--- config.mk ---
export PLATFORM = sky130hd
export DESIGN_NAME = multi_blinker
export DESIGN_NICKNAME = d
export VERILOG_FILES = /design/src/rtl/multi_blinker_pkg.sv /design/src/rtl/ms_tick_gen.sv /design/src/rtl/multi_blinker.sv
export SDC_FILE = /design/constraint.sdc
export NUM_CORES = 1
export LEC_CHECK = 0
export CAP_MARGIN = 20
export CORE_MARGIN = 5
export CORE_UTILIZATION = 25
export CTS_CLUSTER_DIAMETER = 50
export DETAILED_ROUTE_END_ITERATION = 16
export PLACE_DENSITY_LB_ADDON = 0.1
export SYNTH_ARGS = -nofsm -noshare
export SYNTH_HDL_FRONTEND = slang
export SYNTH_SLANG_ARGS = --single-unit
--- constraint.sdc ---
create_clock -name clk -period 3.1 [get_ports clk]
set_input_delay 0.775 -clock clk [delete_from_list [all_inputs] [get_ports clk]]
set_output_delay 0.775 -clock clk [all_outputs]
set_load 0.02 [all_outputs]
--- src/rtl/multi_blinker_pkg.sv ---
`default_nettype none
// ---------------------------------------------------------------------------
// multi_blinker_pkg : mode encodings and tick/width helpers for multi_blinker
// Revision 1.0 - initial release
// ---------------------------------------------------------------------------
package multi_blinker_pkg;

  typedef enum logic [1:0] {
    MODE_OFF   = 2'd0,
    MODE_ON    = 2'd1,
    MODE_BLINK = 2'd2,
    MODE_BURST = 2'd3
  } mode_e;

  localparam int C_TICK_HZ = 1000;

  // Clock cycles per 1 ms tick; the clock frequency is a multiple of 1 kHz.
  function automatic int tick_cycles(input int clk_frq);
    return clk_frq / C_TICK_HZ;
  endfunction

  function automatic int min1_clog2(input int n);
    return (n > 1) ? $clog2(n) : 1;
  endfunction

endpackage

`default_nettype wire

--- src/rtl/ms_tick_gen.sv ---
`default_nettype none
// ---------------------------------------------------------------------------
// ms_tick_gen : free-running prescaler emitting a one-cycle tick every 1 ms
// Revision 1.0 - initial release
// ---------------------------------------------------------------------------
module ms_tick_gen
  import multi_blinker_pkg::*;
#(
  parameter int C_CLK_FRQ = 100_000_000
) (
  input  logic clk,
  input  logic rstb,
  output logic tick
);

  localparam int C_TICK_CYCLES = tick_cycles(C_CLK_FRQ);
  localparam int C_CW          = min1_clog2(C_TICK_CYCLES);
  localparam logic [C_CW-1:0] C_MAX = C_CW'(C_TICK_CYCLES - 1);

  logic [C_CW-1:0] count;

  assign tick = (count == C_MAX);

  always_ff @(posedge clk or negedge rstb) begin
    if (!rstb) begin
      count <= '0;
    end else if (tick) begin
      count <= '0;
    end else begin
      count <= count + 1'b1;
    end
  end

endmodule

`default_nettype wire

--- src/rtl/multi_blinker.sv ---
`default_nettype none
// ---------------------------------------------------------------------------
// multi_blinker : N-channel OFF/ON/BLINK/BURST indicator pattern generator
// Revision 1.0 - initial release
// ---------------------------------------------------------------------------
module multi_blinker
  import multi_blinker_pkg::*;
#(
  parameter int C_CLK_FRQ  = 100_000_000,
  parameter int C_CHANNELS = 4,
  parameter int C_PW       = 10,
  parameter int C_BW       = 4,
  localparam int C_CHW     = min1_clog2(C_CHANNELS)
) (
  input  logic                  clk,
  input  logic                  rstb,
  input  logic                  cfg_valid,
  output logic                  cfg_ready,
  input  logic [C_CHW-1:0]      cfg_ch,
  input  logic [1:0]            cfg_mode,
  input  logic [C_PW-1:0]       cfg_period,
  input  logic [C_PW-1:0]       cfg_high,
  input  logic [C_BW-1:0]       cfg_burst,
  output logic                  cfg_err,
  output logic [C_CHANNELS-1:0] out,
  output logic [C_CHANNELS-1:0] done
);

  logic tick;
  logic accept;
  logic ch_ok;

  ms_tick_gen #(
    .C_CLK_FRQ(C_CLK_FRQ)
  ) u_tick (
    .clk (clk),
    .rstb(rstb),
    .tick(tick)
  );

  assign accept = cfg_valid & cfg_ready;
  assign ch_ok  = (32'(cfg_ch) < C_CHANNELS);

  // Dropping ready after each accept gives the channel one apply cycle.
  always_ff @(posedge clk or negedge rstb) begin
    if (!rstb) begin
      cfg_ready <= 1'b0;
      cfg_err   <= 1'b0;
    end else begin
      cfg_ready <= ~accept;
      cfg_err   <= accept & ~ch_ok;
    end
  end

  for (genvar i = 0; i < C_CHANNELS; i++) begin : g_ch
    mode_e           mode;
    logic [C_PW-1:0] period;
    logic [C_PW-1:0] high;
    logic [C_PW-1:0] ms_cnt;
    logic [C_BW-1:0] burst_rem;
    logic            zero_pend;
    logic            out_q;
    logic            done_q;
    logic            sel;
    logic            wrap;
    logic            blink_on;
    logic            out_nxt;
    logic            burst_end;

    assign sel      = accept & ch_ok & (cfg_ch == C_CHW'(i));
    assign wrap     = (period != '0) && (ms_cnt == period - 1'b1);
    assign blink_on = (period != '0) && (ms_cnt < high);
    assign out_nxt  = (mode == MODE_ON)    ? 1'b1 :
                      (mode == MODE_BLINK) ? blink_on :
                      (mode == MODE_BURST) ? (blink_on && (burst_rem != '0)) :
                                             1'b0;
    assign burst_end = tick && wrap && (mode == MODE_BURST) && (burst_rem == C_BW'(1));

    always_ff @(posedge clk or negedge rstb) begin
      if (!rstb) begin
        mode      <= MODE_OFF;
        period    <= '0;
        high      <= '0;
        ms_cnt    <= '0;
        burst_rem <= '0;
        zero_pend <= 1'b0;
        out_q     <= 1'b0;
        done_q    <= 1'b0;
      end else begin
        out_q  <= out_nxt;
        done_q <= zero_pend | (~sel & burst_end);
        if (sel) begin
          // A write restarts the phase; any coincident tick is ignored.
          mode      <= mode_e'(cfg_mode);
          period    <= cfg_period;
          high      <= cfg_high;
          ms_cnt    <= '0;
          burst_rem <= cfg_burst;
          zero_pend <= (mode_e'(cfg_mode) == MODE_BURST) && (cfg_burst == '0);
        end else begin
          zero_pend <= 1'b0;
          if (tick) begin
            if (period == '0 || wrap) begin
              ms_cnt <= '0;
            end else begin
              ms_cnt <= ms_cnt + 1'b1;
            end
            if (wrap && mode == MODE_BURST && burst_rem != '0) begin
              burst_rem <= burst_rem - 1'b1;
            end
          end
        end
      end
    end

    assign out[i]  = out_q;
    assign done[i] = done_q;
  end

endmodule

`default_nettype wire

==> impl_metrics.yaml, run 1 <==
layout:
  utilization_pct: 29.9
  nets: 1284
  stdcell_area_um2: 11900
  n_antenna_cell: 0
  drive_gt1_share_pct: 8.85
  stdcell_count: 1734
  area_growth_pct: 18.6
global_routing:
  grt_max_degree: 63
  grt_pass1_vias: 7850
  grt.total_usage_pct: 14.2
  grt_pass1_wl_um: 48300
  antenna_found_initial: 0
  overflow: 0
clocking:
  insertion_delay_ps: 440
  root_buffer: "clkbuf_16"
  numClockSinks: 174
  cts_made_buffers: 17
  clk_pin_slew_ps: 70
  cts_buffer_depth: 2
  cts_tree: "yes"
  ctsHoldBuffers: 0
  htreeDepth: 4
sta:
  worst_hold_slack_ps: 338
  hold_viol: 0
  rsz0062_at_grt: "false"
  layout_setup_ws_ps: 90.6
  maxSlewHeadroom_pct: 44.0
  worst_slew_pin_slew_ps: 837
  fin_skew_ps: 8.16
  layout_min_cycle_time_ps: 3010
  fin_crit_sh_pct: 97.1
  setup_viol: 0
  drv_slew: 0
  max_freq_mhz: 332
critical_path:
  critical_path_peak_fanout: 9
  rrSetupSlack_ps: 90
  r2r_cells: 9
  worstPathArrival_ps: 3340
  cp-endpoint: "g_ch[0].burst_rem[1]$_DFFE_PN0P_"
  regToRegEndpoint: "g_ch[0].burst_rem[1]$_DFFE_PN0P_"
  critPathKind: "flip-flop to flip-flop"
  crit_start: "u_tick.count[8]$_DFF_PN0_"
  rr_startpoint: "u_tick.count[8]$_DFF_PN0_"
  worst_setup_path_start_kind: "flip-flop"
  required_ps: 3430
  cp-end-kind: "flip-flop"
detailed_routing:
  vias: 7992
  first_pass_iters: 5
  drcViolationCount: 0
  detail_route.vias_per_cell: 4.61
  wire_per_inst_um: 17.8
  drt_iter0_drc: 470
  ant_nets: 0
  drt-total-wl_um: 30800
floorplanning:
  core-area_um2: 39600
  num_io_pins: 41
  start_util_pct: 25.2
  die_height_um: 210
  design.die.area_um2: 44100
  chipWidth_um: 210
  fp-row-count: 73
power_and_ir_drop:
  clockPowerShare_pct: 32.7
  p_sw_share_pct: 33.4
  p_int_mw: 4.68
  power_frac_seq_pct: 42.7
  p_switching_mw: 2.35
  p_per_area_nw_per_um2: 592
  comb_power_share_pct: 24.7
  p_leak_nw: 5.34
  peakVddDrop_uv: 274
place:
  placed_cell_area_um2: 11200
  numPortBuffers: 39
  dp.cells: 1701
  hpwl_um: 22000
  gp_congestion: 0.767
  pre_cts_ws_ps: -68.9
synth:
  yosysMostFrequentCell: "nand2_1"
  async_flop_share_pct: 100
  synth.cells.most_frequent: "225 x nand2_1, 174 x dfrtp_1, 96 x o21ai_0, 73 x nor2_1, 70 x inv_1"
  synthTopCellsByArea: "dfrtp_1 44%, nand2_1 8.4%, ha_1 7.1%"
  synth-adder-area-share_pct: 7.13
  syn_nets: 1227
  synth-xor-area-share_pct: 6.04
  yosysTopAreaCell: "dfrtp_1"
  synth-seq-cells: 174
  synth_edf_count: 0
  synth_top_area_share_pct: 43.5
  yosys.cell_types.count: 65
  yosysWarnings: 0
  postSynthAreaPerCell_um2: 8.78
  synth_top_family_by_area: "simple AND/OR/NAND/NOR gates"
  synth_compound_area_share_pct: 13.5
  netlist_instances: 1139
  mappedNetlistArea_um2: 10000
  synth-seq-area-share_pct: 43.5
  synthSimpleGateAreaFrac_pct: 23.4
  yosys-mux-area-fraction_pct: 1.49
  synth_ff_type: "dfrtp_1"
outcome:
  outcome: "complete, no violations"
min_path:
  hold_class: "input pin to asynchronous set/reset pin"
job:
  drv_cap: 0
through the flow:
step,power [mW],TNS [ps]
5_1_grt,7.51,0
6_report,7.03,0
3_5_place_dp,4.79,-108
4_1_cts,7.13,0
2_1_floorplan,4.14,0
3_3_place_gp,4.78,-78.7
cells by family (layout without fill, tap and decap cells):
kind of cell | Yosys count | count (layout)
AO/OA/AOI/OAI | 216 | 216
XOR/XNOR | 69 | 69
adder cells (fa/ha/maj) | 57 | 57
buffers and inverters | 119 | 189
flip-flops | 174 | 174
multiplexers | 14 | 14
other | 1 | 1
AND/OR/NAND/NOR | 489 | 489
power groups by stage:
stage | Combinational [mW] | Sequential (mW) | Clock, mW
floorplan | 1.24 | 2.90 | 0
global placement | 1.73 | 3.05 | 0
detailed placement | 1.74 | 3.05 | 0
CTS | 1.76 | 3.00 | 2.37
global route | 2.00 | 3.06 | 2.46
finish | 1.73 | 3.00 | 2.30
worst max-delay path: stages, from the launching register on:
cell,delay [ps]
dfrtp_1,370
or4b_1,510
or4_4,430
or4_4,500
buf_6,180
nor3_1,230
nand4_1,110
buf_4,190
mux2i_1,110
mux2_2,260
worst min-delay path by stage:
stage | cells past startpoint | end | slack [ps] | startpoint
floorplan | 1 | g_ch[0].done_q$_DFF_PN0_ | 410 | g_ch[0].zero_pend$_DFF_PN0_
global route | 1 | g_ch[0].ms_cnt[0]$_DFFE_PN0P_ | 370 | rstb
global placement | 1 | g_ch[1].done_q$_DFF_PN0_ | 450 | g_ch[1].zero_pend$_DFF_PN0_
CTS | 1 | g_ch[0].ms_cnt[0]$_DFFE_PN0P_ | 350 | rstb
finish | 1 | g_ch[0].ms_cnt[0]$_DFFE_PN0P_ | 340 | rstb
detailed placement | 1 | g_ch[1].done_q$_DFF_PN0_ | 430 | g_ch[1].zero_pend$_DFF_PN0_
cell usage in the layout, fill, tap and decap left out, types with 18 or more instances in the layout:
cell type and n:
nor3_1 21, nand3_1 40, nand2_1 225, ha_1 57, a22o_1 18, xor2_1 32
clkdlybuf4s50_1 38, inv_1 70, nor2_1 71, nor2b_1 18, and3_1 20, xnor2_1 37
a21oi_1 24, buf_4 46, dfrtp_1 174, o21ai_0 96
what timing repair did:
| item | 4_1_cts | 5_1_grt |
|---|---|---|
| setup buffers | 1 | 0 |
| endpoints found under the hold margin | 0 | 0 |
| cloned | 0 | 0 |
| gates resized for setup | 2 | 5 |
| pin swaps | 1 | 2 |
| endpoints found under the setup margin | 4 | 13 |
registers in the layout (all words and copies together), names as in the netlist:
signal          cells
g_ch.zero_pend      4
cfg_ready           1
g_ch.ms_cnt        40
g_ch.period        40
u_tick.count       17
g_ch.burst_rem     16
g_ch.done_q         4
g_ch.mode           8
g_ch.high          40
g_ch.out_q          4
final cells by class:
type                       count  area (um2)
sequential                   174        4350
clock buffer                  19         443
multi-input combinational    846        5210
inverter                      70         263
tap                          525         657
clock inverter                13         164
fill                        4231       27800
timing repair buffer          87         771
metal layers:
metal  part of all wire, %  GRT usage [%]
met1                    50           20.0
met2                    47           22.9
met3                   1.7           1.99
met4                   1.7           3.74
met5                     0              0
Note: power is estimated with default switching activity, not from simulation.
==> run 2, diff against run 1 <==
--- a/config.mk
+++ b/config.mk
@@ -6,6 +6,7 @@
 export NUM_CORES = 1
 export LEC_CHECK = 0
 export CAP_MARGIN = 20
+export CORE_ASPECT_RATIO = 0.7
 export CORE_MARGIN = 5
 export CORE_UTILIZATION = 25
 export CTS_CLUSTER_DIAMETER = 50
==> constraint.sdc (replaced) <==
create_clock -name clk -period 3 [get_ports clk]
set_input_delay 0.75 -clock clk [delete_from_list [all_inputs] [get_ports clk]]
set_output_delay 0.75 -clock clk [all_outputs]
set_load 0.02 [all_outputs]
==> run 2 against run 1 <==
Net effect: the run now ends with negative setup slack left; wire length is 0.46% higher; sequential share of layout area decreased by 0.42 points; sequential cell count stayed put; clock-buffer cell count fell by 1; cell area rose by 1.2%; critical endpoint is now g_ch[3].burst_rem[1]$_DFFE_PN0P_; largest cell class unchanged; largest power group unchanged.
==> impl_metrics.yaml, run 2 (synthesis gave the netlist of run 1 again) <==
outcome:
  outcome: "finished with violations"
  failed_checks: "negative setup slack"
critical_path:
  cp-end-kind: "flip-flop"
  slowest_delay_ps: 530
  cpMostUsedCell: "or4_4"
  path_cells: "or4b_1 -> or4_4 -> or4_4 -> buf_6 -> buf_12 -> nor4b_4 -> nand3_2 -> mux2i_1 -> mux2_2"
  critPathKind: "flip-flop to flip-flop"
  cp_num_buf_inv: 2
  worstPathArrival_ps: 3360
  crit_slowest_cell: "or4b_1"
  required_ps: 3330
  worst_path_dominant_cell_family: "simple AND/OR/NAND/NOR gates"
  critical_path_peak_fanout: 3
  worst_setup_path_start_kind: "flip-flop"
detailed_routing:
  wire_per_inst_um: 17.7
  drt_iter0_drc: 519
  vias: 8041
  drcViolationCount: 0
  detail_route.vias_per_cell: 4.59
  first_pass_iters: 5
  ant_nets: 0
  drt-total-wl_um: 31000
sta:
  fin_skew_ps: 9.99
  maxSlewHeadroom_pct: 43.2
  rsz0062_at_grt: "true"
  max_freq_mhz: 330
  setup-tns-final_ps: -33.2
  layout_setup_ws_ps: -33.2
  fin_crit_sh_pct: 101
  hold_viol: 0
  worst_slew_pin_slew_ps: 848
  drv_slew: 0
  setup_viol: 1
  layout_min_cycle_time_ps: 3030
floorplanning:
  design.die.area_um2: 44200
  num_io_pins: 41
  die_height_um: 177
  start_util_pct: 25.3
  fp-row-count: 61
  core-area_um2: 39600
  chipWidth_um: 249
clocking:
  clk_pin_slew_ps: 70
  insertion_delay_ps: 450
  cts_made_buffers: 17
  cts_buffer_depth: 2
  root_buffer: "clkbuf_16"
  numClockSinks: 174
  htreeDepth: 4
  cts_tree: "yes"
layout:
  final_cell_mix: "225 x nand2_1, 174 x dfrtp_1, 96 x o21ai_0"
  n_antenna_cell: 0
  fillers: 4201
  stdcell_count: 1751
  final_common_cell: "nand2_1"
  top_regs: "g_ch.high: 40 flops, g_ch.ms_cnt: 40 flops, g_ch.period: 40 flops"
  area_growth_pct: 20.0
  multi_input_area_um2: 5220
  drive_gt1_share_pct: 9.70
  area.sequential_um2: 4350
  nets: 1292
place:
  pre_cts_ws_ps: -98.8
  numPortBuffers: 39
  dp.cells: 1717
  hpwl_um: 22900
  gp_congestion: 0.764
global_routing:
  overflow: 0
  grt_pass1_wl_um: 48400
  grt.total_usage_pct: 14.3
  grt_pass1_vias: 7878
  antenna_found_initial: 0
  grt_max_degree: 68
power_and_ir_drop:
  power.total_mw: 7.36
  peakVddDrop_uv: 409
  p_leak_nw: 5.43
  p_per_area_nw_per_um2: 613
min_path:
  hold_class: "input pin to asynchronous set/reset pin"
job:
  drv_cap: 0
-- run 2: cell types whose count changed in the layout (fill, tap and decap cells not counted), moves of 2 or more --
| cell | change |
|---|---|
| clkinvlp_4 | -3 |
| clkinv_4 | +2 |
| buf_12 | +3 |
| buf_4 | +5 |
-- run 2: metrics by stage --
step,utilization (%),hold slack [ps],cell area [um2]
3_3_place_gp,28.5,449,11300
4_1_cts,30.2,333,11900
5_1_grt,30.3,364,12000
3_5_place_dp,28.5,440,11300
6_report,30.3,334,12000
2_1_floorplan,-,413,10000
-- run 2: layout make-up --
type	count	share of cell area, %
multi-input combinational	846	43.5
clock buffer	18	3.66
sequential	174	36.3
inverter	70	2.19
tap	535	5.58
timing repair buffer	95	7.23
clock inverter	13	1.57
-- run 2: power breakdown --
part           internal [mW]  switching, mW
clock                   1.42           1.04
combinational          0.796          0.999
sequential              2.71          0.391
total                   4.93           2.43
-- run 2: path summary, 6_finish.rpt --
check | startpoint | end | slack [ps] | depth (start not counted)
setup reg to reg | u_tick.count[6]$_DFF_PN0_ | g_ch[3].burst_rem[1]$_DFFE_PN0P_ | -30 | 9
setup / recovery | u_tick.count[6]$_DFF_PN0_ | g_ch[3].burst_rem[1]$_DFFE_PN0P_ | -30 | 9
min in group clk | g_ch[1].zero_pend$_DFF_PN0_ | g_ch[1].done_q$_DFF_PN0_ | 450 | 1
hold reg to reg | g_ch[1].zero_pend$_DFF_PN0_ | g_ch[1].done_q$_DFF_PN0_ | 450 | 1
hold / removal | rstb | g_ch[1].period[6]$_DFFE_PN0P_ | 330 | 1
max in group asynchronous | rstb | g_ch[3].high[3]$_DFFE_PN0P_ | 1980 | 2
-- run 2: per-layer routing --
layer / track usage [%] / share of wire, % / vias to the layer above
met4: 2.99 / 0.96 / 0
li1: - / - / 4027
met2: 20.4 / 41 / 135
met3: 2.94 / 3.4 / 19
met1: 22.3 / 55 / 3860
met5: 0 / 0 / -
-- run 2: timing repair --
action | CTS | global route
setup buffers | 1 | 2
resized for setup | 2 | 6
pin swaps | 4 | 7
setup endpoints to repair | 11 | 25
hold buffers | 0 | 0
==> run 3, diff against run 2 <==
--- a/config.mk
+++ b/config.mk
@@ -5,9 +5,9 @@
 export SDC_FILE = /design/constraint.sdc
 export NUM_CORES = 1
 export LEC_CHECK = 0
+export ABC_AREA = 1
 export CAP_MARGIN = 20
 export CORE_ASPECT_RATIO = 0.7
-export CORE_MARGIN = 5
 export CORE_UTILIZATION = 25
 export CTS_CLUSTER_DIAMETER = 50
 export DETAILED_ROUTE_END_ITERATION = 16
==> run 3 against run 2 <==
Net effect: highest routed layer unchanged; area after synthesis up 6.4%; critical path type unchanged; setup slack better by 660 ps; largest cell class unchanged; via count up 9.0%; the flow now finishes without violations; largest power group unchanged.
==> impl_metrics.yaml, run 3 <==
layout:
  area_growth_pct: 16.0
  final_common_cell: "nand2_1"
  drive_gt1_share_pct: 8.95
  n_antenna_cell: 0
  final_cell_mix: "350 x nand2_1, 174 x dfrtp_1, 161 x inv_1"
  nets: 1494
  top_regs: "g_ch.high: 40 flops, g_ch.ms_cnt: 40 flops, g_ch.period: 40 flops"
  stdcell_count: 1963
sta:
  maxSlewHeadroom_pct: 52.9
  max_freq_mhz: 422
  worst_slew_pin_slew_ps: 700
  rsz0062_at_grt: "false"
  fin_crit_sh_pct: 79.0
  layout_min_cycle_time_ps: 2370
  hold_viol: 0
  setup-tns-final_ps: 0
  drv_slew: 0
  fin_skew_ps: 16.4
  setup_viol: 0
  layout_setup_ws_ps: 630
clocking:
  clk_pin_slew_ps: 70
  post_cts_buffers: 0
  root_buffer: "clkbuf_16"
  numClockSinks: 174
  insertion_delay_ps: 450
  cts_made_buffers: 17
  htreeDepth: 4
  cts_tree: "yes"
  cts_resized: 0
  ctsHoldBuffers: 0
  cts_buffer_depth: 2
floorplanning:
  core-area_um2: 41500
  design.die.area_um2: 43400
  num_io_pins: 41
  start_util_pct: 25.6
  fp-row-count: 62
  die_height_um: 175
  chipWidth_um: 249
critical_path:
  path_cells: "inv_1 -> ha_1 -> inv_1 -> nor2_1 -> nand2_1 -> nand3_1 -> nand2_1 -> nor2_2 -> nand3_2 -> nor2_4 -> nand2_1 -> o21bai_1"
  required_ps: 3290
  rr_startpoint: "g_ch[0].period[0]$_DFFE_PN0P_"
  critical_path_peak_fanout: 5
  rrSetupSlack_ps: 630
  cpMostUsedCell: "nand2_1"
  regToRegEndpoint: "g_ch[0].done_q$_DFF_PN0_"
  crit_slowest_cell: "dfrtp_1"
  worst_setup_path_start_kind: "flip-flop"
  r2r_cells: 12
  worstPathArrival_ps: 2660
  critPathKind: "flip-flop to flip-flop"
  slowest_delay_ps: 390
  cp-end-kind: "flip-flop"
power_and_ir_drop:
  p_sw_share_pct: 34.1
  power_frac_seq_pct: 40.4
  comb_power_share_pct: 25.6
  p_leak_nw: 5.82
  p_per_area_nw_per_um2: 600
  p_switching_mw: 2.52
  clockPowerShare_pct: 34.0
  p_int_mw: 4.88
  peakVddDrop_uv: 378
detailed_routing:
  drt-total-wl_um: 33200
  drcViolationCount: 0
  detail_route.vias_per_cell: 4.47
  vias: 8765
  wire_per_inst_um: 16.9
  drt_iter0_drc: 626
  first_pass_iters: 5
  ant_nets: 0
synth:
  synth-seq-cells: 174
  synth_top_area_share_pct: 40.9
  async_flop_share_pct: 100
  postSynthAreaPerCell_um2: 7.77
  netlist_instances: 1370
  synth_ff_type: "dfrtp_1"
  yosysWarnings: 0
  mappedNetlistArea_um2: 10600
  yosys.cell_types.count: 50
  yosysMostFrequentCell: "nand2_1"
  synth-seq-area-share_pct: 40.9
  synth.cells.most_frequent: "350 x nand2_1, 174 x dfrtp_1, 161 x inv_1, 128 x o21ai_0, 103 x nor2_1"
  yosysTopAreaCell: "dfrtp_1"
  synth_edf_count: 0
  synthTopCellsByArea: "dfrtp_1 41%, nand2_1 12%, ha_1 6.7%"
  syn_nets: 1458
global_routing:
  overflow: 0
  antenna_found_initial: 1
  grt_pass1_vias: 8296
  grt_max_degree: 59
  grt.total_usage_pct: 15.9
  grt_pass1_wl_um: 51900
place:
  gp_congestion: 0.811
  dp.cells: 1931
  hpwl_um: 25300
  numPortBuffers: 39
  pre_cts_ws_ps: 294
job:
  drv_cap: 0
min_path:
  hold_class: "input pin to asynchronous set/reset pin"
outcome:
  outcome: "complete, no violations"
[run 3: metal layers]
| layer | share of wire [%] | wire [um] | track usage, % | vias up |
|---|---|---|---|---|
| met5 | 0 | 0 | 0 | - |
| met4 | 0.68 | 227 | 3.26 | 0 |
| met3 | 2.8 | 929 | 2.29 | 13 |
| met2 | 37 | 12300 | 20.7 | 151 |
| met1 | 59 | 19800 | 26.7 | 4107 |
| li1 | - | - | - | 4494 |
[run 3: cells by family after synthesis]
kind of cell | after synthesis | share of synthesized area [%]
other | 1 | 0.0352
and+or+nand+nor | 653 | 28.5
DFF | 174 | 40.9
AOI/OAI and AO/OA | 201 | 10.1
buffers and inverters | 219 | 8.26
adders and majority gates | 57 | 6.70
xor gates and xnor gates | 65 | 5.48
[run 3: final cells by class]
| type | count | area (um2) |
|---|---|---|
| clock buffer | 18 | 429 |
| fill | 4429 | 29200 |
| tap | 544 | 681 |
| inverter | 182 | 683 |
| multi-input combinational | 977 | 5420 |
| timing repair buffer | 54 | 569 |
| clock inverter | 14 | 215 |
| sequential | 174 | 4350 |
[run 3: power groups by stage]
stage	logic (mW)	clock network, mW	registers, mW
2_1_floorplan	1.38	0	2.95
5_1_grt	2.20	2.69	3.05
4_1_cts	1.91	2.60	2.99
6_report	1.90	2.52	2.99
3_5_place_dp	1.90	0	3.03
3_3_place_gp	1.89	0	3.04
[run 3: worst max path at each step]
stage	start	to	slack, ps	depth (start not counted)
after global placement	cfg_valid	g_ch[2].burst_rem[1]$_DFFE_PN0P_	330	9
after global routing	g_ch[3].ms_cnt[8]$_DFFE_PN0P_	g_ch[3].out_q$_DFF_PN0_	410	6
after floorplan	cfg_valid	g_ch[2].done_q$_DFF_PN0_	1140	7
final	g_ch[0].period[0]$_DFFE_PN0P_	g_ch[0].done_q$_DFF_PN0_	630	12
after detailed placement	cfg_valid	g_ch[2].ms_cnt[3]$_DFFE_PN0P_	290	8
after CTS	u_tick.count[0]$_DFF_PN0_	g_ch[1].burst_rem[3]$_DFFE_PN0P_	610	13
[run 3: stage by stage]
step	hold WS, ps	util [%]	power [mW]	cell area, um2
floorplan	417	-	4.33	10600
global placement	433	28.2	4.93	11700
detailed placement	447	28.2	4.93	11700
CTS	251	29.8	7.51	12300
global route	265	29.8	7.94	12300
finish	244	29.8	7.41	12300
[run 3: worst max-delay path, delay by kind of cell, from the launching register on]
family,cells,cell delay [ps]
compound gates,1,390
fa+ha+maj,1,300
buf+inv,2,250
flops,1,390
simple gates,8,860
